==> config.mk <==
export PLATFORM = sky130hd
export DESIGN_NAME = pmod_spi_rx
export DESIGN_NICKNAME = d
export VERILOG_FILES = /design/src/rtl/pmod_spi_rx.sv
export SDC_FILE = /design/constraint.sdc
export NUM_CORES = 1
export LEC_CHECK = 0
export ABC_AREA = 1
export ABC_CLOCK_PERIOD_IN_PS = 2600
export CAP_MARGIN = 40
export CORE_MARGIN = 2
export CORE_UTILIZATION = 54
export DETAILED_ROUTE_END_ITERATION = 8
export PLACE_DENSITY_LB_ADDON = 0.15
export SETUP_SLACK_MARGIN = 0.4
export SLEW_MARGIN = 20
export SYNTH_ARGS = -nofsm -noshare
export SYNTH_HDL_FRONTEND = slang
export SYNTH_SLANG_ARGS = --single-unit
==> constraint.sdc <==
create_clock -name clk -period 2.6 [get_ports clk]
set_input_delay 0.52 -clock clk [delete_from_list [all_inputs] [get_ports clk]]
set_output_delay 0.52 -clock clk [all_outputs]
set_load 0.02 [all_outputs]
==> src/rtl/pmod_spi_rx.sv <==
// SPI mode-0 responder: deserialises csn/mosi/sck frames into number; optional BCD check via PMOD_SPI_RX_BCD_CHECK_EN.
// Latency: csn rise at pin -> valid/frame_err after SYNC_STAGES+2 clk; no backpressure, valid is a one-cycle strobe.
module pmod_spi_rx #(
    parameter int WIDTH       = 32,
    parameter int SYNC_STAGES = 2
) (
    input  logic             clk,
    input  logic             rst_n,
    input  logic             csn,
    input  logic             mosi,
    input  logic             sck,
    output logic [WIDTH-1:0] number,
    output logic             valid,
    output logic             frame_err,
    output logic             busy,
    output logic             bcd_err
);
    localparam int CW = $clog2(WIDTH + 2);
    localparam logic [CW-1:0] CNT_FULL = CW'(WIDTH);
    localparam logic [CW-1:0] CNT_MAX  = CW'(WIDTH + 1);

    typedef enum logic [1:0] {
        IDLE  = 2'd0,
        SHIFT = 2'd1,
        DONE  = 2'd2
    } state_t;

    logic [SYNC_STAGES-1:0] csn_sync, sck_sync, mosi_sync;
    logic                   csn_s, sck_s, mosi_s;
    logic                   csn_d, sck_d;
    logic                   csn_fall, csn_rise, sck_rise;

    state_t                 state, state_nxt;
    logic [CW-1:0]          cnt;
    logic [WIDTH-1:0]       shreg;
    logic                   frame_good;

    // Synchronisers reset to 0 so a csn held high through reset reads as a rise, never a fall.
    always_ff @(posedge clk or negedge rst_n) begin
        if (!rst_n) begin
            csn_sync  <= '0;
            sck_sync  <= '0;
            mosi_sync <= '0;
            csn_d     <= 1'b0;
            sck_d     <= 1'b0;
        end else begin
            csn_sync  <= {csn_sync[SYNC_STAGES-2:0], csn};
            sck_sync  <= {sck_sync[SYNC_STAGES-2:0], sck};
            mosi_sync <= {mosi_sync[SYNC_STAGES-2:0], mosi};
            csn_d     <= csn_s;
            sck_d     <= sck_s;
        end
    end

    assign csn_s    = csn_sync[SYNC_STAGES-1];
    assign sck_s    = sck_sync[SYNC_STAGES-1];
    assign mosi_s   = mosi_sync[SYNC_STAGES-1];
    assign csn_fall = csn_d & ~csn_s;
    assign csn_rise = ~csn_d & csn_s;
    assign sck_rise = ~sck_d & sck_s;

    always_ff @(posedge clk or negedge rst_n) begin
        if (!rst_n) begin
            state <= IDLE;
        end else begin
            state <= state_nxt;
        end
    end

    always_comb begin
        state_nxt = state;
        case (state)
            IDLE:    if (csn_fall) state_nxt = SHIFT;
            SHIFT:   if (csn_rise) state_nxt = DONE;
            DONE:    state_nxt = IDLE;
            default: state_nxt = IDLE;
        endcase
    end

    assign busy       = (state == SHIFT);
    assign frame_good = (state == DONE) && (cnt == CNT_FULL);

    always_ff @(posedge clk or negedge rst_n) begin
        if (!rst_n) begin
            cnt       <= '0;
            shreg     <= '0;
            number    <= '0;
            valid     <= 1'b0;
            frame_err <= 1'b0;
        end else begin
            valid     <= 1'b0;
            frame_err <= 1'b0;
            case (state)
                IDLE: cnt <= '0;
                SHIFT: begin
                    // A csn rise in the same cycle closes the frame before this sck edge counts.
                    if (sck_rise && !csn_rise) begin
                        shreg <= {shreg[WIDTH-2:0], mosi_s};
                        if (cnt != CNT_MAX) cnt <= cnt + 1'b1;
                    end
                end
                DONE: begin
                    if (frame_good) begin
                        number <= shreg;
                        valid  <= 1'b1;
                    end else begin
                        frame_err <= 1'b1;
                    end
                end
                default: cnt <= '0;
            endcase
        end
    end

`ifdef PMOD_SPI_RX_BCD_CHECK_EN
    function automatic logic has_bad_nibble(input logic [WIDTH-1:0] v);
        logic bad;
        bad = 1'b0;
        for (int i = 0; i < WIDTH / 4; i++) begin
            if (v[i*4 +: 4] > 4'd9) bad = 1'b1;
        end
        return bad;
    endfunction

    always_ff @(posedge clk or negedge rst_n) begin
        if (!rst_n) begin
            bcd_err <= 1'b0;
        end else if (frame_good && has_bad_nibble(shreg)) begin
            bcd_err <= 1'b1;
        end
    end
`else
    assign bcd_err = 1'b0;
`endif

endmodule
==> Word level (Yosys, flattened, before mapping) <==
Cells that the tools add are included.
W data, S select, Z words.
{ "word_totals": {"out_inout_bits": 36, "reg_bits": 82, "elab_cells": 45, "in_bits": 5} }
{ "classes": {"n_reduce_logical": 8, "eq_ne": 8, "bitwise": 7, "muxes": 10, "add_sub_neg": 1} }
{ "ops": {"columns": ["op", "n"], "rows": [
  ["$mux W6", 2],
  ["$pmux W6 S2", 1],
  ["$add A6 B1 Y6 const B", 1],
  ["$eq A6 B6 Y1 const B", 1],
  ["$ne A2 B1 Y1 const B", 3],
  ["$ne A6 B6 Y1 const B", 1],
  ["$reduce_and A2 Y1", 3],
  ["$mux W1", 4],
  ["$mux W2", 2],
  ["$not A1 Y1", 4],
  ["$pmux W2 S2", 1],
  ["$and A1 B1 Y1", 3],
  ["$reduce_and A3 Y1", 1],
  ["$eq A2 B1 Y1 const B", 1],
  ["$eq A2 B2 Y1 const B", 1],
  ["$logic_and A1 B1 Y1", 2],
  ["$logic_not A2 Y1", 1],
  ["$ne A2 B2 Y1 const B", 1],
  ["$logic_not A1 Y1", 1]
]} }

==> Depth between registers and ports, before layout <==
{ "depth": {"depth_word": 6, "depth_mapped": 9, "mapped_depth_nobuf": 9} }

==> Worst setup path before layout <==
Ideal clock, no wire load.
{ "synth_timing": {"path_kind": "flip-flop to flip-flop", "from": "register cnt[0]", "to": "register number[21]", "period_less_slack_ps": 1286, "setup_slack_ps": 1314, "path_buffers": 1, "path_stages_with_launch": 9, "t_arrival_ps": 1170, "setup_ps": 116, "t_required_ps": 2484, "path_cell_list": "dfrtp_1 -> inv_1 -> ha_1 -> and3_4 -> nand2_4 -> inv_6 -> buf_12 -> nand2_2 -> nand2_1"} }
{ "synth_via": {"elab_chain_len": 3} }
{ "synth_lines": {"columns": ["element", "line_no", "text"], "rows": [
  ["start: declaration", "34", "logic [CW-1:0] cnt;"],
  ["start signal: assignment", "99", "if (cnt != CNT_MAX) cnt <= cnt + 1'b1;"],
  ["$eq A6 B6 Y1", "81", "assign frame_good = (state == DONE) && (cnt == CNT_FULL);"],
  ["$logic_and A1 B1 Y1", "81", null],
  ["$reduce_and A2 Y1 (no line)", null, null],
  ["end signal: assignment", "104", "number <= shreg;"],
  ["end: declaration", "12", "output logic [WIDTH-1:0] number,"]
]} }
No other way between the ends.
A chain may end at the register's enable or synchronous reset.

==> Worst setup path after layout <==
{ "layout_timing": {"from": "register number[1]", "to": "output number[1]"} }
No word-level cell between the ends.

==> metrics <==
CTS tree=done; Clk pin slew, worst setup/hold paths=0.08 ns; routability cong.=0.787; first-pass GRT wire length=9.95 mm; Area contributors post-synth=dfrtp_1 62%, nand2_1 19%, nand3_1 5.3%, nand2_2 1.9%, inv_1 1.5%; Yosys reg bits=82; drt total wl=~5.8 mm; Final Max Tran Viols=0; crit-path cells=clkdlybuf4s50_1; Die X-Extent=roughly 82 um; post-route minimum period=1.84 ns; P_sw=0.580 mW; clock root buffer=clkbuf_8; sequential share of power=56.6%; core region area=5920 um^2; r2r startpoint=cnt[0]; Worst Path Max Fanout=2; routed wire length per instance=12.2 um; Top delay family on crit path=buffers and inverters; TritonRoute pass-1 iters=4; share of layout cells above drive strength 1=9.48%; Mapped Nets=368; setup violators final=0; DRT antenna net count=0; die area=approximately 6800 um^2; TritonCTS Buffers=9; WP data required=2.08 ns; setup repair bufs after CTS=0; antenna violations before repair=0; Max Fclk=0.544 GHz; Fin. Hold Viols=0; RSZ-0062 raised after global routing=false; sequential area share after synthesis=slightly above 60%; nets@finish=405; crit path from=number[1]; IO Port Bufs=39; depth of the CTS H-tree=3; initial core utilization=~56%; Finished Cell Area=3900 um^2; fin crit share=70.8%; Rows=28; clock skew=0.00794 ns; Synth warnings=0; gr usage total=about 19%; synthesized instance count=360; CTS Hold Buffers Added=0; CP Buf/Inv Count=1; DP HPWL=between 3 and 4 mm; Int Power=1.85 mW; post-synthesis cell area=3310 um^2; Clk pwr share=a little over a third; top-level I/O count=a little over 40; Die Y=between 80 and 90 um; clk buf depth=2; HP Class=in -> async; vias in the first global route=between 2000 and 2500; detailed-route via count=~2400; peak supply drop=~0.38 mV; startpoint types=flop; CP Capture Type=output port; Unique masters post-synth=26; slowest cell delay on critical path=0.61 ns; vias per cell=about 5.0; worst-path cell with the longest stage delay=clkdlybuf4s50_1; largest area contributor in the netlist=dfrtp_1; total power divided by cell area=slightly above 600 nW/um^2; Max Cap Violations=0; Leak=2.11 nW; Comb pwr share=7.2%; setup TNS=0 ns; total grt overflow=0; CTS sink cnt=82; arrival time worst endpoint=around 1.3 ns; CP Class=reg -> out; filler instances=515; CTS-repair resized insts=0; placed inst area=~3700 um^2; Sw Ratio=a little under a quarter; synthesized area per cell=9.18 um^2; post-synth top area share=62.1%; number of antenna diodes=0; largest net degree at the start of global routing=47; clock latency on the worst-skew pair=0.34 ns; Initial DRC Count=142; status=finished, final reports clean; # DRC=0; Layout area overhead=18.1%
logic make-up (layout without fill, tap and decap cells):
| family | count (synthesis) | after routing | synth area share, % |
|---|---|---|---|
| fa+ha+maj | 3 | 3 | 1.14 |
| simple gates | 228 | 228 | 28.9 |
| buf+inv | 33 | 74 | 5.53 |
| other cells | 1 | 1 | 0.113 |
| compound gates | 13 | 13 | 2.23 |
| flops | 82 | 82 | 62.1 |
Yosys cell counts:
master and instances:
dfrtp_1 82, nor2_2 1, a31o_2 1, nand2_4 1, buf_12 1, nor2_1 10
buf_4 1, inv_2 2, buf_6 3, nand3_1 35, clkbuf_1 3, and3_4 1
inv_6 1, o21bai_1 1, o21ai_0 5, ha_1 3, inv_1 13, conb_1 1
nand2_1 168, nor2_4 1, buf_2 9, nand3_2 1, a21oi_1 2, nand2_2 10
o211ai_1 1, o21ai_1 3
routing by layer:
metal	track usage, %	vias to the layer above	wire (um)
met1	26.5	1133	2740
met2	30.4	55	2730
li1	-	1185	-
met4	9.00	0	116
met5	0	-	0
met3	3.59	11	209
power groups by stage:
stage / combinational, mW / sequential [mW] / clock (mW)
floorplan: 0.114 / 1.39 / 0
global placement: 0.175 / 1.40 / 0
detailed placement: 0.180 / 1.40 / 0
CTS: 0.180 / 1.38 / 0.902
global route: 0.205 / 1.39 / 0.950
finish: 0.175 / 1.38 / 0.880
sequential cells by signal, indices dropped and copies added, names as in the netlist:
name	flops
number	32
shreg	32
cnt	6
csn_sync	2
mosi_sync	2
sck_sync	2
state	2
csn_d	1
frame_err	1
sck_d	1
valid	1
worst paths after layout:
| kind | slack [ns] | end | cells past startpoint |
|---|---|---|---|
| min | 0.13 | number[28] | 1 |
| min in group clk | 0.35 | csn_sync[1] | 0 |
| max reg2reg | 0.89 | number[1] | 7 |
| max | 0.76 | number[1] | 1 |
| min reg2reg | 0.35 | csn_sync[1] | 0 |
| max in group asynchronous | 1.86 | cnt[5] | 2 |
layout by cell type (no fill, tap or decap), types with 2 or more instances in the layout:
| master | instances |
|---|---|
| nand2_1 | 168 |
| dfrtp_1 | 82 |
| clkdlybuf4s50_1 | 37 |
| nand3_1 | 35 |
| inv_1 | 13 |
| nand2_2 | 10 |
| clkbuf_8 | 10 |
| nor2_1 | 9 |
| o21ai_0 | 5 |
| buf_4 | 4 |
| o21ai_1 | 3 |
| ha_1 | 3 |
| inv_2 | 2 |
| nor2_2 | 2 |
| a21oi_1 | 2 |
| clkbuf_1 | 2 |
| clkinv_2 | 2 |
layout make-up:
class,count,area [um^2],area share (%)
clock buffer,12,145,3.72
inverter,16,65.1,1.67
multi-input combinational,245,1070,27.5
sequential,82,2050,52.6
clock inverter,3,40.0,1.03
timing repair buffer,43,433,11.1
tap,75,93.8,2.40
through the flow:
stage / total power, mW / setup slack [ns] / cells / hold WS [ns] / utilization (%)
2_1_floorplan: 1.51 / 1.31 / 360 / 0.224 / -
3_3_place_gp: 1.57 / 0.817 / 461 / 0.332 / 62.7
3_5_place_dp: 1.58 / 0.791 / 461 / 0.337 / 62.7
4_1_cts: 2.46 / 0.412 / 476 / 0.150 / 65.9
5_1_grt: 2.54 / 0.688 / 476 / 0.164 / 65.9
6_report: 2.43 / 0.760 / 476 / 0.130 / 65.9
worst reg2reg max path, stage by stage (launching register included):
cell,delay (ns)
dfrtp_1,0.43
inv_1,0.12
ha_1,0.16
and3_4,0.20
nand2_4,0.23
inv_6,0.33
nand2_1,0.10
nand2_1,0.07
Note: power is estimated with default switching activity, not from simulation.
